$ cat src/rtl/channel_if.sv
// Sender/receiver bundled-data link signals for the channel block.
// master = environment side (sender + receiver agents), slave = channel.
interface channel_if #(
    parameter int WIDTH     = 64,
    parameter int CNT_WIDTH = 32
);
    logic                 s_req;
    logic [WIDTH-1:0]     s_data;
    logic                 s_ack;
    logic                 r_req;
    logic [WIDTH-1:0]     r_data;
    logic                 r_ack;
    logic                 busy;
    logic [CNT_WIDTH-1:0] xfer_count;
    logic                 proto_err;

    modport master (
        output s_req, s_data, r_ack,
        input  s_ack, r_req, r_data, busy, xfer_count, proto_err
    );

    modport slave (
        input  s_req, s_data, r_ack,
        output s_ack, r_req, r_data, busy, xfer_count, proto_err
    );
endinterface

$ cat src/rtl/channel.sv
// Purpose: point-to-point bundled-data link, 4-phase or 2-phase, with transfer counter and sticky error.
// Latency: one clock per hop; an input sampled at edge n is visible on the outputs after edge n.
// Backpressure: a new request is taken only in IDLE; the sender is held until the receiver acknowledges.
module channel #(
    parameter int WIDTH       = 64,
    parameter int HS_PROTOCOL = 0,
    parameter int CNT_WIDTH   = 32
) (
    input  logic     clk,
    input  logic     rst,
    channel_if.slave link
);
    // In 2-phase mode REQ doubles as the WAIT state; ACK and RTZ are unused there.
    typedef enum logic [1:0] {IDLE, REQ, ACK, RTZ} stateT;

    stateT                stateQ, stateD;
    logic                 sAckQ, sAckD;
    logic                 rReqQ, rReqD;
    logic [WIDTH-1:0]     rDataQ, rDataD;
    logic [CNT_WIDTH-1:0] cntQ, cntD;
    logic                 errQ, errD;
    logic                 busyQ;
    logic                 rAckQ;

    always_comb begin
        stateD = stateQ;
        sAckD  = sAckQ;
        rReqD  = rReqQ;
        rDataD = rDataQ;
        cntD   = cntQ;
        errD   = errQ;
        if (HS_PROTOCOL == 0) begin
            case (stateQ)
                IDLE: begin
                    if (link.s_req) begin
                        rDataD = link.s_data;
                        rReqD  = 1'b1;
                        stateD = REQ;
                    end
                    if (link.r_ack) errD = 1'b1;
                end
                REQ: begin
                    if (link.r_ack) begin
                        sAckD  = 1'b1;
                        cntD   = cntQ + CNT_WIDTH'(1);
                        stateD = ACK;
                    end else if (!link.s_req) begin
                        errD = 1'b1;
                    end
                end
                ACK: begin
                    if (!link.s_req) begin
                        rReqD  = 1'b0;
                        stateD = RTZ;
                    end
                end
                RTZ: begin
                    if (!link.r_ack) begin
                        sAckD  = 1'b0;
                        stateD = IDLE;
                    end
                end
                default: stateD = IDLE;
            endcase
        end else begin
            // r_req and s_ack are phase bits: a request is pending while they differ from their partner.
            if (stateQ == IDLE) begin
                if (link.s_req != sAckQ) begin
                    rDataD = link.s_data;
                    rReqD  = ~rReqQ;
                    stateD = REQ;
                end
                if (link.r_ack != rAckQ) errD = 1'b1;
            end else begin
                if (link.r_ack == rReqQ) begin
                    sAckD  = ~sAckQ;
                    cntD   = cntQ + CNT_WIDTH'(1);
                    stateD = IDLE;
                end
            end
        end
    end

    always_ff @(posedge clk) begin
        if (rst) begin
            stateQ <= IDLE;
            sAckQ  <= 1'b0;
            rReqQ  <= 1'b0;
            rDataQ <= '0;
            cntQ   <= '0;
            errQ   <= 1'b0;
            busyQ  <= 1'b0;
            rAckQ  <= 1'b0;
        end else begin
            stateQ <= stateD;
            sAckQ  <= sAckD;
            rReqQ  <= rReqD;
            rDataQ <= rDataD;
            cntQ   <= cntD;
            errQ   <= errD;
            busyQ  <= (stateD != IDLE);
            rAckQ  <= link.r_ack;
        end
    end

    assign link.s_ack      = sAckQ;
    assign link.r_req      = rReqQ;
    assign link.r_data     = rDataQ;
    assign link.xfer_count = cntQ;
    assign link.proto_err  = errQ;
    assign link.busy       = busyQ;
endmodule

$ cat src/flat_wrapper.sv
// flat-port wrapper written by rule: the top's interface ports become plain ports
module channel_flat 
#(
    parameter int WIDTH       = 64,
    parameter int HS_PROTOCOL = 0,
    parameter int CNT_WIDTH   = 32
)
  (clk, rst, link_s_req, link_s_data, link_r_ack, link_s_ack, link_r_req, link_r_data, link_busy, link_xfer_count, link_proto_err);
  channel_if #(.WIDTH(WIDTH), .CNT_WIDTH(CNT_WIDTH)) link_i ();
  input  logic clk;
  input  logic rst;
  input wire logic [$bits(link_i.s_req)-1:0] link_s_req;
  input wire logic [$bits(link_i.s_data)-1:0] link_s_data;
  input wire logic [$bits(link_i.r_ack)-1:0] link_r_ack;
  output wire logic [$bits(link_i.s_ack)-1:0] link_s_ack;
  output wire logic [$bits(link_i.r_req)-1:0] link_r_req;
  output wire logic [$bits(link_i.r_data)-1:0] link_r_data;
  output wire logic [$bits(link_i.busy)-1:0] link_busy;
  output wire logic [$bits(link_i.xfer_count)-1:0] link_xfer_count;
  output wire logic [$bits(link_i.proto_err)-1:0] link_proto_err;
  assign link_i.s_req = link_s_req;
  assign link_i.s_data = link_s_data;
  assign link_i.r_ack = link_r_ack;
  assign link_s_ack = link_i.s_ack;
  assign link_r_req = link_i.r_req;
  assign link_r_data = link_i.r_data;
  assign link_busy = link_i.busy;
  assign link_xfer_count = link_i.xfer_count;
  assign link_proto_err = link_i.proto_err;
  channel #(.WIDTH(WIDTH), .HS_PROTOCOL(HS_PROTOCOL), .CNT_WIDTH(CNT_WIDTH)) u_core (.clk(clk), .rst(rst), .link(link_i));
endmodule
$ cat config.mk
export PLATFORM = sky130hd
export DESIGN_NAME = channel_flat
export DESIGN_NICKNAME = d
export VERILOG_FILES = /design/src/rtl/channel_if.sv /design/src/rtl/channel.sv /design/src/flat_wrapper.sv
export SDC_FILE = /design/constraint.sdc
export NUM_CORES = 1
export LEC_CHECK = 0
export BUFFER_PORTS_ARGS = -buffer_cell sky130_fd_sc_hd__buf_2
export CAP_MARGIN = 30
export CORE_ASPECT_RATIO = 0.7
export CORE_MARGIN = 1.5
export CORE_UTILIZATION = 43
export DETAILED_ROUTE_END_ITERATION = 8
export GPL_TIMING_DRIVEN = 0
export PLACE_DENSITY_LB_ADDON = 0.1
export RECOVER_POWER = 50
export SKIP_CTS_REPAIR_TIMING = 1
export SLEW_MARGIN = 5
export SYNTH_ARGS = -nofsm -noshare
export SYNTH_HDL_FRONTEND = slang
export SYNTH_SLANG_ARGS = --single-unit
$ cat constraint.sdc
create_clock -name clk -period 2 [get_ports clk]
set_input_delay 0.1 -clock clk [delete_from_list [all_inputs] [get_ports clk]]
set_output_delay 0.1 -clock clk [all_outputs]
set_load 0.005 [all_outputs]
# Word level (Yosys, flattened, before mapping)
# Index checks and enable logic that the tools add are counted.
# totals
ramBits,0
out_inout_bits,100
in_bits,68
memories,0
register_bits,102
latch_bits,0
wordCells,42
romBits,0
# classes
mul,0
n_bitwise,0
eq_ne,10
n_div,0
n_addsub,1
shift,0
reduce_logical,10
magnitude_cmp,0
n_mux,14
# ops
op,count
adder 32 x 1 -> 32 bit (second input constant),1
!= test 2 bit (second input constant),7
two-way mux 2 bit,4
one-hot mux 2 bit (4 select lines),1
nonzero test 2 bit,4
two-way mux 1 bit,6
one-hot mux 1 bit (2 select lines),3
AND reduction 3 bit,2
== test 2 bit (second input constant),2
AND reduction 2 bit,2
AND reduction 4 bit,1
== test 2 x 1 -> 1 bit (second input constant),1
zero test 2 bit,1

# Longest topological paths before layout
# Gate-level depths: netlist (run 1).
# depth
ltp_word,3
depth_mapped,7
depth_no_buf,5

# Worst setup path after synthesis (run 1)
# Ideal clock, no wire load.
# synth_timing
kind,register -> register
startpoint,register u_core.cntQ[13] (netlist: u_core.link.xfer_count[13])
endpoint,register u_core.cntQ[30] (netlist: u_core.link.xfer_count[30])
required_ps,1877
path_buffers,2
period_less_slack_ps,2049
setup_ps,123
slack_ps,-49
arrival_time_ps,1926
stages_incl_launch_ff,7
cell_sequence,dfxtp_1 nand4_2 or4_1 buf_2 buf_6 nor4_4 mux2_1
# synth_between
elab_chain_cells,1
# synth_rtl
element,line_no,rtl
from (decl),channel.sv:20,"logic [CNT_WIDTH-1:0] cntQ, cntD;"
from (signal assigned),channel.sv:99,cntQ <= cntD;
adder 32 x 1 -> 32 bit,--,
# No other way between the ends.
# A chain may end at the register's enable or synchronous reset.

# Worst setup path after layout (run 1)
# layout_timing
startpoint,register u_core.cntQ[0] (netlist: u_core.link.xfer_count[0])
endpoint,register u_core.cntQ[30] (netlist: u_core.link.xfer_count[30])
# Same word-level chain as after synthesis.

==> out/qor.csv, run 1 <==
metric,value,unit
Setup crit end kind,flip-flop,
Detailed Place HPWL,8240,µm
Final Hold Viols,11,
Mapped Area,3970,µm²
"Design Area, Final",5550,µm²
Clock Pin Slew Worst Setup and Hold Paths,0.07,ns
critical-path cell list,ha_4 -> nand4b_1 -> buf_6 -> or4_4 -> nor4_4 -> mux2_4,
setup_tns,-0.0209,ns
post-synthesis sequential area ratio,51.5,%
area delta synth->final,39.8,%
Final Skew,0.00544,ns
FP Rows,29,
Clk network pwr share,39.1,%
RSZ-0062 raised after global routing,true,
first-pass GRT wire length,18200,µm
Flop pwr share,49.3,%
"Worst Setup Slack, final",-0.0209,ns
Top-Level Pins,168,
worst slew pin tran,0.608,ns
final antenna-violating net count,0,
Chip Width,118,µm
clock buffer depth,2,
fillers,865,
Max-Cap Viols,0,
Hold Crit Start,link_s_data[52],
dpl cells,778,
port bufs,167,
Post-DP Area,4980,µm²
post-synthesis cell count,487,
grt total ovfl,0,
final hold slack,-0.00718,ns
initial antenna violation count,0,
via count,4070,
routability cong.,0.820,
clock latency on the worst-skew pair,0.34,ns
die footprint,9820,µm²
# nets final,753,
Clock H-tree levels,3,
ant diodes,0,
setup violators final,1,
final cell count without fillers,813,
Fmax,495,MHz
max-slew violations,0,
DR iter-0 viols,203,
Arrival @ worst endpoint,2.25,ns
Mapped Avg Cell Area,8.15,µm²
Yosys warnings,0,
final wirelength,11600,µm
Routed WL per cell,14.2,µm
cts bufs inserted,9,
CTS tree,done,
status,finished with violations,
clk sinks,102,
critical path required time,2.23,ns
clock root buffer,clkbuf_16,
crit share post-route,101,%
Worst Hold Class,input port to flip-flop,
minimum clock period,2.02,ns
Critical Path Start,u_core.link.xfer_count[0],
combinational fraction of design power,11.6,%
post-synthesis cell type count,35,
Worst setup SP type,flip-flop,
largest net degree at the start of global routing,18,
share of layout cells above drive strength 1,29.5,%
Worst slew margin,59.5,%
# DRC,0,
Leak,0.00234,µW
vias in the first global route,3670,
drt pass-1 iters,4,
crit path max fanout,7,
Finished Core Util,61.7,%
Int Pwr,3320,µW
CP max stage delay,0.52,ns
average via count per standard cell,5.01,
sw frac,25.1,%
Max VDD drop,0.000645,V
violated checks,"hold timing, setup timing",
Initial Utilization,44.1,%
core box area,9000,µm²
global-route usage over all layers,22.9,%
kind of critical path,flip-flop to flip-flop,
net switching power,1110,µW
Seq cells post-synth,102,
FF-to-FF Start,u_core.link.xfer_count[0],
CP max stage cell,or4_4,
Syn Nets,556,
die height,83.4,µm
pwr/cell area,800,nW/µm²
[flip-flops by register name, summed over array words and instances (netlist names)]
| register | flops |
|---|---|
| u_core.stateQ | 2 |
| u_core.link.r_data | 64 |
| u_core.link.busy | 1 |
| u_core.link.proto_err | 1 |
| u_core.link.r_req | 1 |
| u_core.link.xfer_count | 32 |
| u_core.link.s_ack | 1 |
[Yosys cell counts (all sizes together)]
| cell type | count | share of area, % |
|---|---|---|
| ha | 1 | 0.32 |
| nor4 | 2 | 0.69 |
| xnor2 | 4 | 0.88 |
| nand4b | 1 | 0.22 |
| nand3 | 9 | 1.1 |
| inv | 5 | 0.47 |
| o31ai | 12 | 2.3 |
| clkbuf | 23 | 2.2 |
| nand2b | 3 | 0.47 |
| and2 | 3 | 0.47 |
| o21ai | 11 | 1.4 |
| buf | 8 | 1.0 |
| nor2 | 17 | 1.6 |
| nand4 | 7 | 1.6 |
| nand2 | 141 | 13 |
| or2 | 1 | 0.16 |
| or3b | 1 | 0.22 |
| and3 | 3 | 0.47 |
| nand4bb | 2 | 0.57 |
| and4 | 1 | 0.25 |
| mux2i | 1 | 0.25 |
| dfxtp | 102 | 51 |
| xor2 | 5 | 1.1 |
| or4 | 17 | 3.2 |
| or3 | 13 | 2.1 |
| a21oi | 91 | 11 |
| and3b | 1 | 0.22 |
| mux2 | 1 | 0.28 |
| nor2b | 1 | 0.16 |
[layer usage]
layer / share of wire [%] / GRT usage, %
met1: 47 / 31.0
met2: 47 / 36.2
met3: 5.4 / 6.52
met4: 0.92 / 5.88
met5: 0 / 0
[power groups by stage]
| stage | Clock (µW) | Combinational, µW | Sequential, µW |
|---|---|---|---|
| after floorplan | 0 | 239 | 2250 |
| after global placement | 0 | 485 | 2230 |
| after detailed placement | 0 | 497 | 2240 |
| after CTS | 1780 | 500 | 2190 |
| after global routing | 1880 | 579 | 2200 |
| final | 1740 | 514 | 2190 |
[stage by stage]
step | total power [µW] | setup slack [ns]
3_3_place_gp | 2720 | -0.243
4_1_cts | 4470 | -0.313
6_report | 4440 | -0.0209
2_1_floorplan | 2480 | 0.00948
3_5_place_dp | 2730 | -0.286
5_1_grt | 4650 | -0.0734
[kinds of logic (layout without fill, tap and decap cells)]
family | after synthesis | after routing | share of synthesized area [%]
AND/OR/NAND/NOR | 223 | 223 | 26.9
AO/OA/AOI/OAI | 114 | 114 | 15.1
flip-flops | 102 | 102 | 51.5
buffers and inverters | 36 | 238 | 3.69
XOR/XNOR | 9 | 9 | 1.99
multiplexers | 2 | 2 | 0.536
adder cells (fa/ha/maj) | 1 | 1 | 0.315
[area by class of cell]
class                           instances  area, µm²  share of cell area (%)
Timing Repair Buffer                  188        985                    17.7
Sequential cell                       102       2080                    37.5
Inverter                                5       18.8                   0.338
Buffer                                 29        141                    2.55
Tap cell                              124        155                    2.80
Multi-Input combinational cell        349       1870                    33.7
Clock buffer                            9        225                    4.06
Clock inverter                          7       75.1                    1.35
[cell usage in the layout, fill, tap and decap left out, types with 11 or more instances in the layout]
master,instances
a21oi_1,90
buf_2,135
clkbuf_1,52
dfxtp_1,84
dfxtp_2,12
dlygate4sd3_1,12
nand2_1,141
nor2_1,17
or3_1,11
or4_1,13
[path summary, 6_finish.rpt]
| path | endpoint | slack [ns] | cells past startpoint |
|---|---|---|---|
| worst min-delay path | u_core.link.r_data[52] | -0.007 | 3 |
| worst max-delay path | u_core.link.xfer_count[30] | -0.02 | 6 |
| worst min register to register | u_core.link.r_data[17] | 0.45 | 2 |
| worst max register to register | u_core.link.xfer_count[30] | -0.02 | 6 |
[worst max-delay path: cells and delay by family (launching register included)]
family	cells	cell delay (ns)
muxes	1	0.32
buffers and inverters	1	0.15
DFF	1	0.36
adders and majority gates	1	0.13
and+or+nand+nor	3	0.94
Note: power is estimated with default switching activity, not from simulation.
==> inputs of run 2 (changes only) <==
--- a/config.mk
+++ b/config.mk
@@ -5,12 +5,12 @@
 export SDC_FILE = /design/constraint.sdc
 export NUM_CORES = 1
 export LEC_CHECK = 0
-export BUFFER_PORTS_ARGS = -buffer_cell sky130_fd_sc_hd__buf_2
 export CAP_MARGIN = 30
 export CORE_ASPECT_RATIO = 0.7
 export CORE_MARGIN = 1.5
-export CORE_UTILIZATION = 43
+export CORE_UTILIZATION = 56
 export DETAILED_ROUTE_END_ITERATION = 8
+export DONT_BUFFER_PORTS = 1
 export GPL_TIMING_DRIVEN = 0
 export PLACE_DENSITY_LB_ADDON = 0.1
 export RECOVER_POWER = 50
==> run 2 against run 1 <==
Net effect:
- the flow finishes with violations (setup timing)
- flip-flop and latch count unchanged
- design area shrank 6.6%
- worst setup slack worse by 0.021 ns
- sequential share of layout area is 2.9 points higher
- count of clock-buffer cells in the layout grew 1
- largest cell class unchanged
- worst hold slack better by 0.010 ns
- combinational power shrank 16%
- clock power fell by 30%
==> out/qor.csv, run 2 (same netlist as run 1, synthesis figures left out) <==
metric,value,unit,change
status,finished with violations,,unchanged
violated checks,setup timing,,"was hold timing, setup timing"
worst slew pin tran,0.540,ns,was 0.608 ns
max-slew violations,0,,unchanged
final antenna-violating net count,0,,unchanged
cts bufs inserted,9,,unchanged
fillers,494,,was 865
routability cong.,0.835,,was 0.820
Chip Width,104,µm,was 118 µm
Setup crit end kind,flip-flop,,unchanged
clock latency on the worst-skew pair,0.35,ns,was 0.34 ns
largest net degree at the start of global routing,18,,unchanged
R2R setup slack,-0.04,ns,was -0.02 ns
Worst Hold Class,input port to flip-flop,,unchanged
via count,3854,,was 4070
Detailed Place HPWL,7100,µm,was 8240 µm
RSZ-0062 raised after global routing,true,,unchanged
r2r worst-path depth,6,,unchanged
"Worst Setup Slack, final",-0.0421,ns,was -0.0209 ns
Hold Crit Start,link_r_ack,,was link_s_data[52]
drt pass-1 iters,5,,was 4
clock root buffer,clkbuf_8,,was clkbuf_16
max reg flops,64,,unchanged
Leak,0.00187,µW,was 0.00234 µW
FF-to-FF Start,u_core.link.xfer_count[17],,was u_core.link.xfer_count[0]
CTS tree,done,,unchanged
pwr/cell area,745,nW/µm²,was 800 nW/µm²
Hold Path Sink,u_core.link.s_ack,,was u_core.link.r_data[52]
Finished Core Util,76.0,%,was 61.7%
Routed WL per cell,17.1,µm,was 14.2 µm
area delta synth->final,30.5,%,was 39.8%
Worst slew margin,64.0,%,was 59.5%
global-route usage over all layers,25.4,%,was 22.9%
crit path max fanout,8,,was 7
die footprint,7610,µm²,was 9820 µm²
DR iter-0 viols,192,,was 203
capturing point of the worst reg2reg path,u_core.link.xfer_count[30],,unchanged
Max-Cap Viols,0,,unchanged
share of layout cells above drive strength 1,13.2,%,was 29.5%
vias in the first global route,3183,,was 3670
"commonest non-fill, non-tap cells in the layout","140 x nand2_1, 88 x a21oi_1, 86 x dfxtp_1",,"was 141 x nand2_1, 135 x buf_2, 90 x a21oi_1"
Top-Level Pins,168,,unchanged
"commonest non-fill, non-tap cell in the layout",nand2_1,,unchanged
Arrival @ worst endpoint,2.29,ns,was 2.25 ns
# nets final,641,,was 753
Final Skew,0.00575,ns,was 0.00544 ns
ant diodes,0,,unchanged
FP Rows,25,,was 29
minimum clock period,2.04,ns,was 2.02 ns
setup violators final,2,,was 1
first-pass GRT wire length,15600,µm,was 18200 µm
Final Hold Viols,0,,was 11
Initial Utilization,58.2,%,was 44.1%
Fmax,490,MHz,was 495 MHz
Clock H-tree levels,3,,unchanged
clock buffer depth,2,,unchanged
final hold slack,0.00279,ns,was -0.00718 ns
average via count per standard cell,5.75,,was 5.01
port bufs,0,,was 167
critical path required time,2.25,ns,was 2.23 ns
final wirelength,11400,µm,was 11600 µm
kind of critical path,flip-flop to flip-flop,,unchanged
crit share post-route,102,%,was 101%
initial antenna violation count,0,,unchanged
Max VDD drop,0.000496,V,was 0.000645 V
hold path cells,3,,unchanged
Clock Pin Slew Worst Setup and Hold Paths,0.10,ns,was 0.07 ns
# DRC,0,,unchanged
die height,73.4,µm,was 83.4 µm
Worst setup SP type,flip-flop,,unchanged
clk sinks,102,,unchanged
core box area,6820,µm²,was 9000 µm²
grt total ovfl,0,,unchanged
[run 2: changes by cell type in the layout (fill, tap and decap cells not counted), sizes merged]
cell / before / now
buf: 149 / 16
clkinvlp: 3 / 2
clkinv: 3 / 1
bufinv: 1 / 0
clkbuf: 65 / 33
dlygate4sd3: 12 / 66
inv: 5 / 7
[run 2: cell type report]
class                   count  area [µm²]  area share, %
well taps                  94         118           2.27
flip-flops and latches    102        2090           40.4
plain buffers              29         146           2.83
multi-input cells         349        1890           36.5
clock inverters             5        43.8          0.845
clock buffers              10         138           2.66
inverters                   5        18.8          0.362
repair buffers             76         736           14.2
[run 2: worst max path at each step]
stage,from,endpoint,slack [ns],cells after the start
after detailed placement,u_core.link.xfer_count[2],u_core.link.xfer_count[27],-0.29,6
after floorplan,u_core.link.xfer_count[11],u_core.link.xfer_count[30],0.009,6
after global routing,u_core.link.xfer_count[0],u_core.link.xfer_count[22],-0.15,5
after CTS,u_core.link.xfer_count[2],u_core.link.xfer_count[27],-0.40,6
final,u_core.link.xfer_count[17],u_core.link.xfer_count[30],-0.04,6
after global placement,u_core.link.xfer_count[0],u_core.link.xfer_count[30],-0.20,5
[run 2: stage by stage]
| stage | area (µm²) | power [µW] | std cells | setup TNS, ns | setup slack (ns) |
|---|---|---|---|---|---|
| finish | 5180 | 3860 | 670 | -0.0521 | -0.0421 |
| global route | 5180 | 4020 | 670 | -0.730 | -0.149 |
| CTS | 4290 | 3770 | 596 | -4.93 | -0.395 |
| detailed placement | 4100 | 2580 | 581 | -4.13 | -0.292 |
| global placement | 4100 | 2560 | 581 | -2.55 | -0.195 |
| floorplan | 3990 | 2480 | 487 | 0 | 0.00948 |
[run 2: worst max-delay path, cell delays in order (launching register included)]
cell and delay, ns:
dfxtp_1 0.43, nand2_1 0.11, or4_4 0.53, buf_6 0.15, buf_8 0.13, nor4_4 0.27, mux2_4 0.32
[run 2: where the power goes]
part	total (µW)	leakage (µW)	switching, µW	internal, µW
registers	2220	0.000844	93.8	2120
logic	432	0.000944	243	189
clock network	1210	0.0000869	715	496
total	3860	0.00187	1050	2810
[run 2: routing by layer]
layer	up-vias	share of wire, %	wire [µm]	GRT usage, %
met5	-	0	0	0
met4	0	1.8	207	8.18
met3	27	8.5	975	9.32
met2	181	48	5440	42.3
met1	1800	42	4810	31.1
li1	1846	-	-	-
==> inputs of run 3 (changes only) <==
--- a/config.mk
+++ b/config.mk
@@ -14,6 +14,7 @@
 export GPL_TIMING_DRIVEN = 0
 export PLACE_DENSITY_LB_ADDON = 0.1
 export RECOVER_POWER = 50
+export REMOVE_ABC_BUFFERS = 1
 export SKIP_CTS_REPAIR_TIMING = 1
 export SLEW_MARGIN = 5
 export SYNTH_ARGS = -nofsm -noshare
==> run 3 against run 2 <==
Net effect:
- the run ends with hold timing, setup timing left
- sequential share of layout area rose by 0.51 points
- count of clock-buffer cells in the layout fell by 1
- worst hold slack got worse by 0.0030 ns
- die area did not move
- global-route usage fell by 2.3 points
- register-to-register slack barely moved
- final cell count fell by 4.3%
- wire length fell by 3.2%
- flip-flop and latch count did not move
==> out/qor.csv, run 3 (same netlist as run 1, synthesis figures left out) <==
metric,value,unit,change
status,finished with violations,,unchanged
violated checks,"hold timing, setup timing",,was setup timing
Fmax,487,MHz,was 490 MHz
port bufs,0,,unchanged
final hold slack,-0.000234,ns,was 0.00279 ns
hold path cells,4,,was 3
R2R setup slack,-0.05,ns,was -0.04 ns
largest net degree at the start of global routing,103,,was 18
clk sinks,102,,unchanged
Final Skew,0.0151,ns,was 0.00575 ns
clock latency on the worst-skew pair,0.37,ns,was 0.35 ns
Top-Level Pins,168,,unchanged
Clock H-tree levels,3,,unchanged
met3 GRT Util,11.3,%,was 9.32%
global-route usage over all layers,23.1,%,was 25.4%
via count,3723,,was 3854
Post-DP Area,4000,µm²,was 4100 µm²
average via count per standard cell,5.81,,was 5.75
routability cong.,0.749,,was 0.835
core box area,6820,µm²,unchanged
Max-Cap Viols,0,,unchanged
r2r worst-path depth,5,,was 6
crit share post-route,103,%,was 102%
Worst setup SP type,flip-flop,,unchanged
max-slew violations,0,,unchanged
critical path required time,2.30,ns,was 2.25 ns
FP Rows,25,,unchanged
ant diodes,0,,unchanged
"commonest non-fill, non-tap cell in the layout",nand2_1,,unchanged
Initial Utilization,58.2,%,unchanged
die footprint,7610,µm²,unchanged
final antenna-violating net count,0,,unchanged
FF-to-FF Start,u_core.link.xfer_count[0],,was u_core.link.xfer_count[17]
share of layout cells above drive strength 1,11.3,%,was 13.2%
Worst slew margin,70.4,%,was 64.0%
Chip Width,104,µm,unchanged
Detailed Place HPWL,6160,µm,was 7100 µm
first-pass GRT wire length,14100,µm,was 15600 µm
grt total ovfl,0,,unchanged
setup violators final,4,,was 2
initial antenna violation count,0,,unchanged
"Design Area, Final",5060,µm²,was 5180 µm²
Hold Crit Start,link_r_ack,,unchanged
Worst Hold Class,input port to flip-flop,,unchanged
DR iter-0 viols,250,,was 192
Max VDD drop,0.000489,V,was 0.000496 V
vias in the first global route,2950,,was 3183
Routed WL per cell,17.3,µm,was 17.1 µm
# nets final,611,,was 641
max reg flops,64,,unchanged
Clock Pin Slew Worst Setup and Hold Paths,0.10,ns,about the same
clock root buffer,clkbuf_8,,unchanged
crit path max fanout,6,,was 8
worst slew pin tran,0.444,ns,was 0.540 ns
gr busiest metal,met2,,unchanged
Setup WS pre-CTS,-0.523,ns,was -0.292 ns
Leak,0.00183,µW,was 0.00187 µW
Hold Path Sink,u_core.link.proto_err,,was u_core.link.s_ack
Final Hold Viols,1,,was 0
final wirelength,11100,µm,was 11400 µm
# DRC,0,,unchanged
RSZ-0062 raised after global routing,true,,unchanged
pwr/cell area,773,nW/µm²,was 745 nW/µm²
area delta synth->final,27.5,%,was 30.5%
kind of critical path,flip-flop to flip-flop,,unchanged
met1 GRT Util,26.9,%,was 31.1%
CTS tree,done,,unchanged
clock buffer depth,2,,unchanged
"commonest non-fill, non-tap cells in the layout","140 x nand2_1, 88 x a21oi_1, 87 x dfxtp_1",,"was 140 x nand2_1, 88 x a21oi_1, 86 x dfxtp_1"
drt pass-1 iters,5,,unchanged
capturing point of the worst reg2reg path,u_core.link.xfer_count[20],,was u_core.link.xfer_count[30]
cts bufs inserted,9,,unchanged
die height,73.4,µm,unchanged
Setup crit end kind,flip-flop,,unchanged
Arrival @ worst endpoint,2.35,ns,was 2.29 ns
met2 usage,38.1,%,was 42.3%
"Worst Setup Slack, final",-0.0544,ns,was -0.0421 ns
minimum clock period,2.05,ns,was 2.04 ns
run 3: cell types whose count changed in the layout (fill, tap and decap cells not counted), moves of 2 or more:
cell and delta:
or4_4 +2, dfxtp_2 +8, clkbuf_1 -17, inv_6 +2, dfxtp_4 -9, buf_4 -10, clkbuf_2 -5, buf_12 +2
clkinvlp_4 -2, dlygate4sd3_1 +2
run 3: critical path: stages (launching register included):
cell      delay [ns]
dfxtp_4         0.40
ha_4            0.13
nand4b_1        0.26
or4_4           0.64
or4_1           0.41
a21oi_1         0.14
run 3: stage by stage:
step	cells	setup TNS (ns)	total power (µW)	utilization [%]
final	641	-0.178	3910	74.2
after global routing	641	-0.620	4070	74.2
after CTS	568	-8.12	3780	61.4
after detailed placement	552	-7.40	2540	58.7
after global placement	550	-42.78	2510	58.1
after floorplan	456	-0.364	2450	-
run 3: report_power, final:
group	switching (µW)	internal, µW
Clock	772	484
Combinational	226	194
Sequential	95.3	2140
Total	1090	2810
run 3: how the worst max path moves through the flow:
stage                     slack (ns)                         end                        from  depth (start not counted)
final                          -0.05  u_core.link.xfer_count[20]   u_core.link.xfer_count[0]                          5
after global routing           -0.09      u_core.link.r_data[25]            u_core.stateQ[1]                          5
after CTS                      -0.56  u_core.link.xfer_count[27]            u_core.stateQ[0]                          4
after detailed placement       -0.52  u_core.link.xfer_count[27]            u_core.stateQ[0]                          4
after global placement         -0.72       u_core.link.r_data[5]            u_core.stateQ[0]                          4
after floorplan                -0.06  u_core.link.xfer_count[30]  u_core.link.xfer_count[13]                          4
run 3: area by class of cell:
type,count,area [µm²]
tap,94,118
clock inverter,7,62.6
fill,518,1760
multi-input combinational,351,1900
sequential,102,2070
timing repair buffer,73,763
inverter,5,18.8
clock buffer,9,124
run 3: per-layer routing:
layer | routed length, µm | vias up
li1 | - | 1781
met1 | 4410 | 1748
met2 | 5520 | 172
met3 | 958 | 22
met4 | 171 | 0
met5 | 0 | -
